### src/rtl/unified_mem_arbiter_pkg.sv
// unified_mem_arbiter_pkg: shared types and funct3 encodings for the memory arbiter
package unified_mem_arbiter_pkg;
  localparam int DATA_WIDTH = 32;
  typedef enum logic [1:0] {IDLE, WAIT, RESP} arb_state_t;
  typedef enum logic {OWNER_IM, OWNER_DM} arb_owner_t;
  localparam logic [2:0] F3_B  = 3'b000;
  localparam logic [2:0] F3_H  = 3'b001;
  localparam logic [2:0] F3_W  = 3'b010;
  localparam logic [2:0] F3_BU = 3'b100;
  localparam logic [2:0] F3_HU = 3'b101;
endpackage

### src/rtl/unified_mem_arbiter_if.sv
// unified_mem_arbiter_if: instruction, data and RAM buses of the arbiter
interface unified_mem_arbiter_if #(
  parameter int ADDR_WIDTH = 32,
  parameter int MEM_DEPTH = 4096
);
  import unified_mem_arbiter_pkg::*;
  localparam int MAW = $clog2(MEM_DEPTH);
  logic imReq;
  logic [ADDR_WIDTH-1:0] imAddr;
  logic [DATA_WIDTH-1:0] imRData;
  logic imReady;
  logic imError;
  logic dmRead;
  logic dmWrite;
  logic [2:0] dmFunc3;
  logic [ADDR_WIDTH-1:0] dmAddr;
  logic [DATA_WIDTH-1:0] dmWData;
  logic [DATA_WIDTH-1:0] dmRData;
  logic dmReady;
  logic dmError;
  logic memEn;
  logic memWe;
  logic [3:0] memByteEn;
  logic [MAW-1:0] memAddr;
  logic [DATA_WIDTH-1:0] memWData;
  logic [DATA_WIDTH-1:0] memRData;
  modport master (
    output imReq, imAddr, dmRead, dmWrite, dmFunc3, dmAddr, dmWData, memRData,
    input imRData, imReady, imError, dmRData, dmReady, dmError,
    input memEn, memWe, memByteEn, memAddr, memWData
  );
  modport slave (
    input imReq, imAddr, dmRead, dmWrite, dmFunc3, dmAddr, dmWData, memRData,
    output imRData, imReady, imError, dmRData, dmReady, dmError,
    output memEn, memWe, memByteEn, memAddr, memWData
  );
endinterface

### src/rtl/unified_mem_arbiter_lane_format.sv
// mem_lane_format: byte-lane masks, store shifting, load extension and access legality
module mem_lane_format
  import unified_mem_arbiter_pkg::*;
(
  input  logic [2:0]            funct3_i,
  input  logic [1:0]            addr_i,
  input  logic                  is_write_i,
  input  logic [DATA_WIDTH-1:0] wdata_i,
  input  logic [DATA_WIDTH-1:0] rdata_i,
  output logic [3:0]            byte_en_o,
  output logic [DATA_WIDTH-1:0] wdata_o,
  output logic [DATA_WIDTH-1:0] rdata_o,
  output logic                  err_o
);
  logic [15:0] rsh;
  logic [3:0] mask;
  logic legal;
  logic misaligned;
  always_comb begin
    rsh = 16'(rdata_i >> {addr_i, 3'b000});
    mask = funct3_i[1] ? 4'b1111 : funct3_i[0] ? 4'b0011 : 4'b0001;
    legal = (funct3_i == F3_B) | (funct3_i == F3_H) | (funct3_i == F3_W) |
            (!is_write_i & ((funct3_i == F3_BU) | (funct3_i == F3_HU)));
    misaligned = funct3_i[1] ? (addr_i != 2'b00) : (funct3_i[0] & addr_i[0]);
    err_o = !legal | misaligned;
    byte_en_o = is_write_i ? mask << addr_i : 4'b0000;
    wdata_o = wdata_i << {addr_i, 3'b000};
    rdata_o = funct3_i[1] ? rdata_i :
              funct3_i[0] ? {{16{rsh[15] & !funct3_i[2]}}, rsh[15:0]} :
                            {{24{rsh[7] & !funct3_i[2]}}, rsh[7:0]};
  end
endmodule

### src/rtl/unified_mem_arbiter.sv
// unified_mem_arbiter: shares one single-port RAM between instruction fetch and data access
module unified_mem_arbiter
  import unified_mem_arbiter_pkg::*;
#(
  parameter int ADDR_WIDTH = 32,
  parameter int MEM_DEPTH = 4096,
  parameter int MEM_LATENCY = 1,
  parameter int STARVE_LIMIT = 4
) (
  input logic clk,
  input logic rst,
  unified_mem_arbiter_if.slave bus
);
  localparam int MAW = $clog2(MEM_DEPTH);
  localparam int LW = MEM_LATENCY > 1 ? $clog2(MEM_LATENCY) : 1;
  localparam int SW = $clog2(STARVE_LIMIT + 1);
  arb_state_t state_q, state_d;
  arb_owner_t owner_q, owner_d;
  logic [2:0] f3_q, f3_d;
  logic [1:0] a_q, a_d;
  logic [LW-1:0] lat_q, lat_d;
  logic [SW-1:0] starve_q, starve_d;
  logic [DATA_WIDTH-1:0] rdata_q, rdata_d;
  logic err_q, err_d;
  logic idle, dm_req, any_req, grant_dm, is_wr;
  logic [2:0] fmt_f3;
  logic [1:0] fmt_a;
  logic [3:0] fmt_be;
  logic [DATA_WIDTH-1:0] fmt_wd, fmt_rd;
  logic fmt_err;
  logic mem_en, im_rdy, dm_rdy;
  logic unused_addr_bits;
  assign unused_addr_bits = ^{bus.imAddr[ADDR_WIDTH-1:MAW+2], bus.dmAddr[ADDR_WIDTH-1:MAW+2]};
  // outside IDLE the formatter works from the captured access, not the live request
  always_comb begin
    idle = state_q == IDLE;
    dm_req = bus.dmRead | bus.dmWrite;
    any_req = dm_req | bus.imReq;
    grant_dm = dm_req & ((starve_q < SW'(STARVE_LIMIT)) | !bus.imReq);
    is_wr = idle & grant_dm & bus.dmWrite;
    fmt_f3 = !idle ? f3_q : grant_dm ? bus.dmFunc3 : F3_W;
    fmt_a = !idle ? a_q : grant_dm ? bus.dmAddr[1:0] : bus.imAddr[1:0];
  end
  mem_lane_format u_fmt (
    .funct3_i(fmt_f3),
    .addr_i(fmt_a),
    .is_write_i(is_wr),
    .wdata_i(bus.dmWData),
    .rdata_i(bus.memRData),
    .byte_en_o(fmt_be),
    .wdata_o(fmt_wd),
    .rdata_o(fmt_rd),
    .err_o(fmt_err)
  );
  always_ff @(posedge clk) begin
    if (rst) begin
      state_q <= IDLE;
      owner_q <= OWNER_IM;
      f3_q <= '0;
      a_q <= '0;
      lat_q <= '0;
      starve_q <= '0;
      rdata_q <= '0;
      err_q <= 1'b0;
    end else begin
      state_q <= state_d;
      owner_q <= owner_d;
      f3_q <= f3_d;
      a_q <= a_d;
      lat_q <= lat_d;
      starve_q <= starve_d;
      rdata_q <= rdata_d;
      err_q <= err_d;
    end
  end
  always_comb begin
    state_d = state_q;
    owner_d = owner_q;
    f3_d = f3_q;
    a_d = a_q;
    lat_d = lat_q;
    starve_d = starve_q;
    rdata_d = rdata_q;
    err_d = err_q;
    case (state_q)
      IDLE: if (any_req) begin
        owner_d = grant_dm ? OWNER_DM : OWNER_IM;
        f3_d = fmt_f3;
        a_d = fmt_a;
        starve_d = !grant_dm ? '0 :
                   (bus.imReq && starve_q != SW'(STARVE_LIMIT)) ? starve_q + 1'b1 : starve_q;
        err_d = fmt_err;
        rdata_d = '0;
        lat_d = LW'(MEM_LATENCY - 1);
        state_d = (fmt_err | is_wr) ? RESP : WAIT;
      end
      WAIT: begin
        lat_d = lat_q - 1'b1;
        rdata_d = fmt_rd;
        state_d = (lat_q == '0) ? RESP : WAIT;
      end
      default: state_d = IDLE;
    endcase
  end
  always_comb begin
    mem_en = !rst & idle & any_req & !fmt_err;
    im_rdy = !rst & (state_q == RESP) & (owner_q == OWNER_IM);
    dm_rdy = !rst & (state_q == RESP) & (owner_q == OWNER_DM);
    bus.memEn = mem_en;
    bus.memWe = mem_en & is_wr;
    bus.memByteEn = mem_en ? fmt_be : 4'b0000;
    bus.memAddr = grant_dm ? bus.dmAddr[MAW+1:2] : bus.imAddr[MAW+1:2];
    bus.memWData = fmt_wd;
    bus.imReady = im_rdy;
    bus.dmReady = dm_rdy;
    bus.imError = im_rdy & err_q;
    bus.dmError = dm_rdy & err_q;
    bus.imRData = im_rdy ? rdata_q : '0;
    bus.dmRData = dm_rdy ? rdata_q : '0;
  end
endmodule
### src/flat_wrapper.sv
// flat-port wrapper written by rule: the top's interface ports become plain ports
module unified_mem_arbiter_flat import unified_mem_arbiter_pkg::*;
#(
  parameter int ADDR_WIDTH = 32,
  parameter int MEM_DEPTH = 4096,
  parameter int MEM_LATENCY = 1,
  parameter int STARVE_LIMIT = 4
)
  (clk, rst, bus_imReq, bus_imAddr, bus_dmRead, bus_dmWrite, bus_dmFunc3, bus_dmAddr, bus_dmWData, bus_memRData, bus_imRData, bus_imReady, bus_imError, bus_dmRData, bus_dmReady, bus_dmError, bus_memEn, bus_memWe, bus_memByteEn, bus_memAddr, bus_memWData);
  unified_mem_arbiter_if #(.ADDR_WIDTH(ADDR_WIDTH), .MEM_DEPTH(MEM_DEPTH)) bus_i ();
  input logic clk;
  input logic rst;
  input wire logic [$bits(bus_i.imReq)-1:0] bus_imReq;
  input wire logic [$bits(bus_i.imAddr)-1:0] bus_imAddr;
  input wire logic [$bits(bus_i.dmRead)-1:0] bus_dmRead;
  input wire logic [$bits(bus_i.dmWrite)-1:0] bus_dmWrite;
  input wire logic [$bits(bus_i.dmFunc3)-1:0] bus_dmFunc3;
  input wire logic [$bits(bus_i.dmAddr)-1:0] bus_dmAddr;
  input wire logic [$bits(bus_i.dmWData)-1:0] bus_dmWData;
  input wire logic [$bits(bus_i.memRData)-1:0] bus_memRData;
  output wire logic [$bits(bus_i.imRData)-1:0] bus_imRData;
  output wire logic [$bits(bus_i.imReady)-1:0] bus_imReady;
  output wire logic [$bits(bus_i.imError)-1:0] bus_imError;
  output wire logic [$bits(bus_i.dmRData)-1:0] bus_dmRData;
  output wire logic [$bits(bus_i.dmReady)-1:0] bus_dmReady;
  output wire logic [$bits(bus_i.dmError)-1:0] bus_dmError;
  output wire logic [$bits(bus_i.memEn)-1:0] bus_memEn;
  output wire logic [$bits(bus_i.memWe)-1:0] bus_memWe;
  output wire logic [$bits(bus_i.memByteEn)-1:0] bus_memByteEn;
  output wire logic [$bits(bus_i.memAddr)-1:0] bus_memAddr;
  output wire logic [$bits(bus_i.memWData)-1:0] bus_memWData;
  assign bus_i.imReq = bus_imReq;
  assign bus_i.imAddr = bus_imAddr;
  assign bus_i.dmRead = bus_dmRead;
  assign bus_i.dmWrite = bus_dmWrite;
  assign bus_i.dmFunc3 = bus_dmFunc3;
  assign bus_i.dmAddr = bus_dmAddr;
  assign bus_i.dmWData = bus_dmWData;
  assign bus_i.memRData = bus_memRData;
  assign bus_imRData = bus_i.imRData;
  assign bus_imReady = bus_i.imReady;
  assign bus_imError = bus_i.imError;
  assign bus_dmRData = bus_i.dmRData;
  assign bus_dmReady = bus_i.dmReady;
  assign bus_dmError = bus_i.dmError;
  assign bus_memEn = bus_i.memEn;
  assign bus_memWe = bus_i.memWe;
  assign bus_memByteEn = bus_i.memByteEn;
  assign bus_memAddr = bus_i.memAddr;
  assign bus_memWData = bus_i.memWData;
  unified_mem_arbiter #(.ADDR_WIDTH(ADDR_WIDTH), .MEM_DEPTH(MEM_DEPTH), .MEM_LATENCY(MEM_LATENCY), .STARVE_LIMIT(STARVE_LIMIT)) u_core (.clk(clk), .rst(rst), .bus(bus_i));
endmodule
### config.mk
export PLATFORM = sky130hd
export DESIGN_NAME = unified_mem_arbiter_flat
export DESIGN_NICKNAME = d
export VERILOG_FILES = /design/src/rtl/unified_mem_arbiter_pkg.sv /design/src/rtl/unified_mem_arbiter_if.sv /design/src/rtl/unified_mem_arbiter_lane_format.sv /design/src/rtl/unified_mem_arbiter.sv /design/src/flat_wrapper.sv
export SDC_FILE = /design/constraint.sdc
export NUM_CORES = 1
export LEC_CHECK = 0
export ABC_AREA = 1
export ABC_CLOCK_PERIOD_IN_PS = 1800
export CORE_ASPECT_RATIO = 1.5
export CORE_MARGIN = 1.5
export CORE_UTILIZATION = 34
export CTS_CLUSTER_DIAMETER = 150
export CTS_CLUSTER_SIZE = 14
export DETAILED_ROUTE_END_ITERATION = 8
export GPL_TIMING_DRIVEN = 0
export HOLD_SLACK_MARGIN = 0.03
export PLACE_DENSITY_LB_ADDON = 0.05
export SLEW_MARGIN = 40
export SYNTH_ARGS = -nofsm -noshare
export SYNTH_HDL_FRONTEND = slang
export SYNTH_SLANG_ARGS = --single-unit
### constraint.sdc
create_clock -name clk -period 1.8 [get_ports clk]
set_input_delay 0.18 -clock clk [delete_from_list [all_inputs] [get_ports clk]]
set_output_delay 0.18 -clock clk [all_outputs]
set_load 0.005 [all_outputs]
# Word-level counts from Yosys, hierarchy flattened
# Index checks and enable logic that the tools add are counted.
word_totals:
  in_bits: 136
  memories: 0
  romBits: 0
  register_bits: 45
  out_inout_bits: 118
  latchBits: 0
  mem_bits_rw: 0
classes:
  n_shift: 3
  n_bitwise: 26
  mux: 25
  eq_ne: 9
  div_mod_pow: 0
  add_sub_neg: 2
  mul: 0
  n_lt_le_gt_ge: 1
  n_reduce_logical: 14
op_table:
  columns: ["operator", "count"]
  rows:
  - ["$mux 32", 5]
  - ["$pmux 32 s2", 1]
  - ["$shl 32x5->32", 1]
  - ["$shr 32x5->16", 1]
  - ["$and 1x1->1", 16]
  - ["$mux 12", 1]
  - ["$mux 2", 6]
  - ["$mux 3", 4]
  - ["$mux 4", 3]
  - ["$or 1x1->1", 9]
  - ["$eq 3x3->1 const B", 2]
  - ["$logic_not 1->1", 6]
  - ["$ne 2x2->1 const B", 2]
  - ["$pmux 2 s2", 1]
  - ["$reduce_and 2->1", 2]
  - ["$reduce_bool 2->1", 2]
  - ["$shl 4x2->4", 1]
  - ["$add 3x1->3 const B", 1]
  - ["$eq 3x1->1 const B", 1]
  - ["$eq 3x2->1 const B", 1]
  - ["$logic_not 3->1", 1]
  - ["$lt 3x3->1 const B", 1]
  - ["$mux 1", 3]
  - ["$ne 3x3->1 const B", 1]
  - ["8 further kinds", 8]

# Logic depth before layout (Yosys ltp)
# Gate-level depths: netlist of the first run.
depth:
  word_depth: 15
  depth_mapped: 14

# By module
# From an unflattened synthesis of the first run, not the netlist that was laid out.
unflattened:
  hier_cells: 687
  area_unflattened_um2: 3781.1
modules_own_cells:
  columns: ["mod", "area_each_um2", "seq_area_each_um2", "cells_per_inst", "n_inst"]
  rows:
  - ["unified_mem_arbiter", 2437.3, 900.9, 394, 1]
  - ["mem_lane_format", 1343.8, 0.0, 293, 1]

# Least setup slack after synthesis of the first run
# Ideal clock, no wire load.
synth_timing:
  path_type: "reg-to-output"
  startpoint: "register u_core.starve_q[2]"
  endpoint: "output bus_memWData[22]"
  path_stages_with_launch: 11
  arrival_time_ns: 1.609
  path_buffers: 3
  slack_ns: 0.011
  cell_sequence: "dfxtp_1 nand2_1 o21ai_4 nand2_2 nand3_4 nand2_4 buf_4 buf_4 buf_2 nor2_1 o31ai_1"
synth_via:
  elab_chain_cells: 6
synth_rtl:
  columns: ["element", "line", "rtl"]
  rows:
  - ["start, declared", "unified_mem_arbiter.sv:22", "logic [SW-1:0] starve_q, starve_d;"]
  - ["start signal, assigned", "unified_mem_arbiter.sv:71", "starve_q <= starve_d;"]
  - ["$lt 3x3->1", "unified_mem_arbiter.sv:39", "grant_dm = dm_req & ((starve_q < SW'(STARVE_LIMIT)) | !bus.imReq);"]
  - ["$or 1x1->1", "unified_mem_arbiter.sv:39", null]
  - ["$and 1x1->1", "unified_mem_arbiter.sv:39", null]
  - ["$mux 2 (2 in series)", "unified_mem_arbiter.sv:42", "fmt_a = !idle ? a_q : grant_dm ? bus.dmAddr[1:0] : bus.imAddr[1:0];"]
  - ["$shl 32x5->32", "unified_mem_arbiter_lane_format.sv:27", "wdata_o = wdata_i << {addr_i, 3'b000};"]
  - ["end, declared", "flat_wrapper.sv:31", "output wire logic [$bits(bus_i.memWData)-1:0] bus_memWData;"]
# No other way between the ends.

# Worst setup path in the final report of the first run
layout_timing:
  startpoint: "register u_core.state_q[1]"
  endpoint: "output bus_memByteEn[0]"
layout_via:
  elab_chain_cells: 11
  word_cells_on_any_way: 30
  classes_between: "eq/ne: 4; shift: 1; mux: 7; bitwise: 12; reduce/logical: 6"
layout_rtl:
  columns: ["element", "line", "rtl"]
  rows:
  - ["start, declared", "unified_mem_arbiter.sv:17", "arb_state_t state_q, state_d;"]
  - ["start signal, assigned", "unified_mem_arbiter.sv:66", "state_q <= state_d;"]
  - ["$logic_not 2->1 *", "unified_mem_arbiter.sv:36", "idle = state_q == IDLE;"]
  - ["$mux 3 or $and 1x1->1 (tied branches)", "unified_mem_arbiter.sv:41, unified_mem_arbiter.sv:40", null]
  - ["$eq 3x1->1, or another cell as far along", "unified_mem_arbiter_lane_format.sv:22", "legal = (funct3_i == F3_B) | (funct3_i == F3_H) | (funct3_i == F3_W) |"]
  - ["$or 1x1->1, or another cell as far along", "unified_mem_arbiter_lane_format.sv:22", null]
  - ["$or 1x1->1 or $and 1x1->1 (tied branches)", "unified_mem_arbiter_lane_format.sv:22, unified_mem_arbiter_lane_format.sv:23", null]
  - ["$or 1x1->1", "unified_mem_arbiter_lane_format.sv:22", null]
  - ["$logic_not 1->1", "unified_mem_arbiter_lane_format.sv:25", "err_o = !legal | misaligned;"]
  - ["$or 1x1->1", "unified_mem_arbiter_lane_format.sv:25", null]
  - ["$logic_not 1->1", "unified_mem_arbiter.sv:106", "mem_en = !rst & idle & any_req & !fmt_err;"]
  - ["$and 1x1->1", "unified_mem_arbiter.sv:106", null]
  - ["$mux 4 *", "unified_mem_arbiter.sv:111", "bus.memByteEn = mem_en ? fmt_be : 4'b0000;"]
  - ["end, declared", "flat_wrapper.sv:29", "output wire logic [$bits(bus_i.memByteEn)-1:0] bus_memByteEn;"]
# Every way passes the cells marked *; elsewhere a longest branch is shown, timed or not.

==> results of run 1 <==
## metrics by stage
step | utilization | worst slack [ns]
after floorplan | - | 0.0112
after global placement | 0.562 | -1.28
after detailed placement | 0.562 | -1.34
after CTS | 0.679 | -0.514
after global routing | 0.712 | -0.601
final | 0.712 | -0.516
## worst register-to-register path, delay by kind of cell (launching register included)
family                 cells  cell delay, ns
DFF                        1            0.35
and+or+nand+nor           11            0.90
AOI/OAI and AO/OA          2            0.17
buffers and inverters      6            0.71
## power groups by stage
stage,sequential [mW],combinational [mW],clock (mW)
6_report,1.37,10.5,0.917
5_1_grt,1.39,11.1,0.973
4_1_cts,1.36,9.17,0.938
3_5_place_dp,1.37,6.24,0
3_3_place_gp,1.36,6.17,0
2_1_floorplan,1.34,3.78,0
## what timing repair did
item	4_1_cts	5_1_grt
buffers inserted	60	20
pin swaps	70	73
cloned	11	0
gates resized for setup	481	175
endpoints found under the setup margin	152	128
## registers in the layout, summed over array words and instances (netlist names)
| signal | cells |
|---|---|
| u_core.starve_q | 3 |
| u_core.state_q | 2 |
| u_core.f3_q | 3 |
| u_core.rdata_q | 32 |
| u_core.lat_q | 1 |
| u_core.owner_q | 1 |
| u_core.a_q | 2 |
| u_core.err_q | 1 |
## cell usage in the layout, fill, tap and decap left out, types with 27 or more instances in the layout
cell / instances
a21oi_2: 27
buf_2: 45
buf_4: 39
buf_6: 29
clkbuf_2: 27
clkdlybuf4s50_1: 97
dfxtp_1: 41
dlygate4sd2_1: 51
inv_1: 81
nand2_1: 129
nand2_2: 42
nand2_4: 30
nand3_2: 27
nor2_1: 93
## routing by layer
metal,GRT usage,part of all wire,vias up
li1,-,-,2781
met1,0.279,0.34,2717
met2,0.580,0.55,290
met3,0.0557,0.061,66
met4,0.155,0.049,0
met5,0,0,-
## cell type report
| type | count | area share |
|---|---|---|
| multi-input combinational | 511 | 0.409 |
| timing repair buffer | 297 | 0.336 |
| sequential | 45 | 0.115 |
| buffer | 39 | 0.0511 |
| inverter | 93 | 0.0477 |
| tap | 147 | 0.0231 |
| clock buffer | 5 | 0.0157 |
| clock inverter | 3 | 0.00267 |
## cell usage after synthesis, drive strengths merged
| cell | n | area [µm²] |
|---|---|---|
| or2 | 1 | 6.26 |
| ha | 2 | 25.0 |
| nand3b | 2 | 15.0 |
| dfxtp | 45 | 901 |
| a21oi | 49 | 283 |
| nand2 | 204 | 853 |
| buf | 19 | 125 |
| nor2 | 129 | 528 |
| a22oi | 2 | 20.0 |
| nand4 | 1 | 6.26 |
| a211oi | 1 | 7.51 |
| o22ai | 8 | 50.1 |
| o21ai | 44 | 246 |
| a221oi | 1 | 8.76 |
| nand3 | 43 | 248 |
| a31oi | 7 | 43.8 |
| clkbuf | 21 | 78.8 |
| inv | 93 | 354 |
| o31ai | 8 | 60.1 |
| o211ai | 9 | 67.6 |
## logic make-up after synthesis
group	count (synthesis)
fa+ha+maj	2
compound gates	129
buf+inv	133
flops	45
simple gates	380
## final timing paths
kind	from	to	slack, ns	cells past startpoint
max	u_core.state_q[1]$_SDFFE_PP0P_	bus_memByteEn[0]	-0.52	14
min	u_core.rdata_q[2]$_SDFFE_PP0P_	u_core.rdata_q[2]$_SDFFE_PP0P_	0.46	2
min reg2reg	u_core.rdata_q[2]$_SDFFE_PP0P_	u_core.rdata_q[2]$_SDFFE_PP0P_	0.46	2
max reg2reg	u_core.starve_q[2]$_SDFFE_PP0P_	u_core.rdata_q[15]$_SDFFE_PP0P_	-0.47	19
==> out/results.txt, run 1 <==
Status: finished, violations left
Violations in the final reports: setup timing
Final worst path period share: 1.29
Register area share after synthesis: 0.229
Fin Setup TNS: -25.41 ns
Fraction of synthesized cell area in xor and xnor cells: 0
Fmax: 0.432 GHz
Pleak: 3.76 nW
GPL Wtd Cong: 0.887
Slew @ Worst Pin: 0.754 ns
Filler instances: 942
Power Dens Cells: 1600 mW/mm²
Synth warn: 0
DRT Pass-1 Iters: 5
Fin crit period: 2.32 ns
Max_slew headroom: 0.497
Gate Count Post-Synth: 689
Clock root cell: clkbuf_16
Die height: 135 µm
Worst setup margin: -0.516 ns
Global-route wire length before repair: 28200 µm
IO Pins: 254
Clock buffer depth: 2
Main combinational cell family by area after synthesis: simple AND/OR/NAND/NOR gates
Final-stage net count: 1130
WHS: 0.465 ns
Flop pwr share: 0.108
Global route total overflow: 0
Tot GR Track Use: 0.293
Mux share of post-synthesis cell area: 0
Power Total: 12.8 mW
Distinct cells, synth: 38
Pins Over Slew Limit: 0
Setup crit start kind: register
Avg Cell Area, Syn: 5.70 µm²
Skew-Pair Late Insertion Delay: 0.29 ns
Core area: 0.0112 mm²
Critical path class: register to output pin
Hold crit path type: register to register
Routed Antenna Nets: 0
IO Port Bufs: 217
Reg area: 911 µm²
Crit path largest cell delay: 0.38 ns
Die area: 0.0122 mm²
CP Buf/Inv Count: 5
Num CTS Buffers: 5
Placed Instances: 1053
WP data arrival: 2.14 ns
DR iter-0 viols: 339
Most common cell on crit path: nor2_4
Clock share of power: 0.072
Average wire per standard cell: 16.8 µm
Starting Density: 0.352
VDD IR max: 934 µV
Die Wd: 90.8 µm
DRC errors left: 0
Compound-Gate Fraction of Synth Area: 0.200
Maxcap violations: 0
Finished Layout Cells: 1140
Critical Path Fanout Max: 8
Clock skew: 0.0112 ns
Critical path's top delay family: simple AND/OR/NAND/NOR gates
Drt via density: 5.14
Clk slew on worst S/H paths: 0.07 ns
Post-DP HPWL: 12700 µm
H-tree levels: 2
Final Hold Viols: 0
CP endpoint kind: output pin
RSZ-0062 raised after global routing: true
# diodes: 0
Crit path required time: 1.62 ns
Comb power frac: 0.820
CTS Sinks: 45
Vias in the first global route: 5872
Slowest CP cell: dfxtp_4
Hold Buf Count CTS: 0
Synthesized net count: 827
Final setup vio count: 80
Vias: 5854
Seq cells post-synth: 45
Synth Cell Area: 0.00393 mm²
Largest net degree at the start of global routing: 16
CP cell instances: nor2_8 -> inv_8 -> nor2_4 -> inv_2 -> nor2_4 -> inv_2 -> o211ai_1 -> o21ai_2 -> nand2_2 -> nor2_4 -> nand2_4 -> buf_6 -> nor2_2 -> buf_2
Multi-input gate area: 0.00326 mm²
Initial antenna violation count: 0
Sw Share: 0.485
Fin area: 0.00796 mm²
Simple-Gate Fraction of Synth Area: 0.422
Std cell rows: 47
Int Power: 6.56 mW
CTS tree: yes
Placed cell area: 0.00628 mm²
Adder-Cell Fraction of Synth Area: 0.00637
P_sw: 6.19 mW
Post-Route WL: 19200 µm
Area grow syn2layout: 103%
Share of post-route cells with drive strength above 1: 0.401
Note: power is estimated with default switching activity, not from simulation.
==> run 2: changes to the inputs <==
--- a/config.mk
+++ b/config.mk
@@ -9,14 +9,14 @@
 export ABC_CLOCK_PERIOD_IN_PS = 1800
 export CORE_ASPECT_RATIO = 1.5
 export CORE_MARGIN = 1.5
-export CORE_UTILIZATION = 34
+export CORE_UTILIZATION = 33
 export CTS_CLUSTER_DIAMETER = 150
 export CTS_CLUSTER_SIZE = 14
 export DETAILED_ROUTE_END_ITERATION = 8
 export GPL_TIMING_DRIVEN = 0
-export HOLD_SLACK_MARGIN = 0.03
 export PLACE_DENSITY_LB_ADDON = 0.05
 export SLEW_MARGIN = 40
 export SYNTH_ARGS = -nofsm -noshare
 export SYNTH_HDL_FRONTEND = slang
+export SYNTH_HIERARCHICAL = 1
 export SYNTH_SLANG_ARGS = --single-unit
==> run 2 against run 1 <==
Against the previous run: the run still ends with setup timing left; sequential share of layout area shrank 0.24 points; sequential power shrank 6%; clock power grew 1%; routed wire length shrank 0.75%; synthesized cell count shrank 0.29%; global-route usage shrank 0.37 points; worst setup slack lost 0.079 ns; maximum frequency shrank 3.3%; final cell count grew 1.7%; critical endpoint is now bus_memByteEn[3]; largest power group unchanged; core utilization grew 1.6 points; synthesized area shrank 3.7%; highest routed layer unchanged; critical path depth grew 1.
==> out/results.txt, run 2 <==
Simple-Gate Fraction of Synth Area: 0.432
H-tree levels: 2
FFs w/ async S/R, synth: 0
Gate Count Post-Synth: 687
Slack of the worst reg-to-reg path: -0.52 ns
IO Pins: 254
CP cell instances: nand2_4 -> nand3b_1 -> nand3_4 -> nand2_4 -> buf_6 -> nor2_4 -> inv_4 -> buf_8 -> nand2_4 -> o221ai_4 -> nor2_4 -> nand2_4 -> buf_6 -> nor2_4 -> buf_6
Seq cells post-synth: 45
Multi-input gate area: 0.00327 mm²
Compound-Gate Fraction of Synth Area: 0.160
Critical path class: register to output pin
Largest register FFs: 32
Most frequent cells in the layout: 194 x nand2_1, 95 x clkdlybuf4s50_1, 80 x buf_2
Slowest CP cell: dfxtp_2
GPL Wtd Cong: 0.894
Largest net degree at the start of global routing: 16
RR Endpoint: u_core/rdata_q[29]$_SDFFE_PP0P_
Top-area cell type share of the netlist area: 0.239
DRC errors left: 0
Worst Setup SP: u_core/starve_q[2]$_SDFFE_PP0P_
Biggest regs: u_core/rdata_q: 32 flops, u_core/f3_q: 3 flops, u_core/starve_q: 3 flops
Crit path required time: 1.62 ns
Pins Over Slew Limit: 0
Finished Layout Cells: 1159
Fmax: 0.418 GHz
CTS tree: yes
Die height: 134 µm
Violations in the final reports: setup timing
Clock buffer depth: 2
Vias in the first global route: 5757
Synth warn: 6
Clock root cell: clkbuf_16
Number of synthesized flops with an enable pin: 0
Status: finished, violations left
Power Total: 11.5 mW
Most common cell on crit path: nand2_4
Hold Buf Count CTS: 0
Critical Path Fanout Max: 5
Fraction of synthesized cell area in xor and xnor cells: 0
Final Hold Viols: 0
Filler instances: 883
Reg2reg start: u_core/state_q[0]$_SDFFE_PP0P_
Main area contributors after synthesis: nand2_1 24%, dfxtp_1 24%, nor2_1 10%, inv_1 8.3%, a21oi_1 7.8%
Mux share of post-synthesis cell area: 0
Skew-Pair Late Insertion Delay: 0.29 ns
Fin area: 0.00809 mm²
Worst setup margin: -0.594 ns
DR iter-0 viols: 285
Top-count cell post-synth: nand2_1
Share of post-route cells with drive strength above 1: 0.469
List of most frequent post-synthesis cells: 241 x nand2_1, 103 x nor2_1, 84 x inv_1, 59 x a21oi_1, 45 x dfxtp_1
Pleak: 3.70 nW
Synthesized net count: 825
Avg Cell Area, Syn: 5.50 µm²
Largest reg by FF count: u_core/rdata_q
WHS: 0.406 ns
Adder-Cell Fraction of Synth Area: 0.00662
DRT Pass-1 Iters: 5
Max_slew headroom: 0.455
Std cell rows: 47
Final-stage net count: 1149
CP Depth: 15
Core area: 0.0111 mm²
Reg area: 907 µm²
Synth Cell Area: 0.00378 mm²
Crit path capture: bus_memByteEn[3]
Synth Flop Type: dfxtp_1
Final setup vio count: 105
Power Dens Cells: 1420 mW/mm²
Die Wd: 90.4 µm
Slew @ Worst Pin: 0.818 ns
Placed cell area: 0.00619 mm²
Placed Instances: 1051
Final worst path period share: 1.33
Critical path's top delay family: simple AND/OR/NAND/NOR gates
Vias: 5845
Hold crit path type: input pin to register
Area grow syn2layout: 114%
Post-Route Utilization: 0.728
Top cell type by total area after synthesis: nand2_1
Setup crit start kind: register
Main combinational cell family by area after synthesis: simple AND/OR/NAND/NOR gates
Post-Route WL: 19000 µm
Clk slew on worst S/H paths: 0.07 ns
Global route total overflow: 0
Starting Density: 0.340
RSZ-0062 raised after global routing: true
Drt via density: 5.04
CTS Sinks: 45
Distinct cells, synth: 29
Clock skew: 0.00971 ns
VDD IR max: 774 µV
IO Port Bufs: 217
Crit path largest cell delay: 0.33 ns
Average wire per standard cell: 16.4 µm
Maxcap violations: 0
WP data arrival: 2.21 ns
Num CTS Buffers: 5
Register area share after synthesis: 0.238
Tot GR Track Use: 0.289
Die area: 0.0121 mm²
Fin crit period: 2.39 ns
CP endpoint kind: output pin
Post-DP HPWL: 12700 µm
Most common cell after layout, fill and taps aside: nand2_1
CP Buf/Inv Count: 5
Reg2Reg Depth: 19
Initial antenna violation count: 0
Routed Antenna Nets: 0
# diodes: 0
Global-route wire length before repair: 27900 µm
run 2: changes by cell type after synthesis, moves of 10 or more:
| cell | before | now |
|---|---|---|
| a21oi_1 | 39 | 59 |
| a21oi_2 | 10 | 0 |
| nand2_1 | 183 | 241 |
| nor2_1 | 121 | 103 |
| o21ai_0 | 32 | 20 |
| o221ai_1 | 0 | 13 |
run 2: logic make-up (layout without fill, tap and decap cells):
| kind of cell | Yosys count | in the layout |
|---|---|---|
| compound gates | 105 | 105 |
| buf+inv | 132 | 457 |
| flops | 45 | 45 |
| fa+ha+maj | 2 | 2 |
| simple gates | 403 | 403 |
run 2: worst reg2reg max path, delay by kind of cell (launching register included):
family                 cells  cell delay [ns]
AND/OR/NAND/NOR           11             0.92
buffers and inverters      7             0.87
AO/OA/AOI/OAI              1             0.05
flip-flops                 1             0.34
run 2: final cells by class:
class / count / area share
timing repair inverter: 1 / 0.000928
multi-input combinational: 510 / 0.405
clock inverter: 3 / 0.00263
timing repair buffer: 317 / 0.337
buffer: 39 / 0.0572
clock buffer: 5 / 0.0155
sequential: 45 / 0.112
inverter: 92 / 0.0476
tap: 147 / 0.0227
run 2: metrics by stage:
stage | worst slack [ns] | TNS, ns
floorplan | -0.146 | -0.758
global placement | -1.40 | -90.47
detailed placement | -1.42 | -93.15
CTS | -0.587 | -25.96
global route | -0.681 | -37.47
finish | -0.594 | -28.98
run 2: repair_timing:
item,4_1_cts,5_1_grt
pin swaps,61,48
gates cloned,8,4
hold endpoints to repair,0,0
endpoints found under the setup margin,152,150
buffers inserted,63,38
resized for setup,457,390
run 2: power by group:
part	internal (mW)	switching (mW)	leakage (nW)	total, mW
Clock	0.517	0.409	0.0702	0.926
Sequential	1.18	0.109	0.367	1.29
Combinational	4.33	4.96	3.26	9.29
Total	6.03	5.47	3.70	11.5
run 2: per-layer routing:
layer	global-route usage	routed length (µm)
met3	0.0539	1190
met2	0.563	10300
met1	0.283	6560
met4	0.156	973
met5	0	0
run 2: worst min path at each step:
stage | startpoint | end | slack, ns | depth (start not counted)
floorplan | bus_dmFunc3[1] | u_core/f3_q[1]$_SDFFE_PP0P_ | 0.33 | 2
global placement | u_core/rdata_q[24]$_SDFFE_PP0P_ | u_core/rdata_q[24]$_SDFFE_PP0P_ | 0.45 | 2
detailed placement | u_core/rdata_q[19]$_SDFFE_PP0P_ | u_core/rdata_q[19]$_SDFFE_PP0P_ | 0.45 | 2
CTS | bus_dmFunc3[1] | u_core/f3_q[1]$_SDFFE_PP0P_ | 0.45 | 3
global route | rst | u_core/rdata_q[9]$_SDFFE_PP0P_ | 0.43 | 3
finish | rst | u_core/rdata_q[5]$_SDFFE_PP0P_ | 0.41 | 3
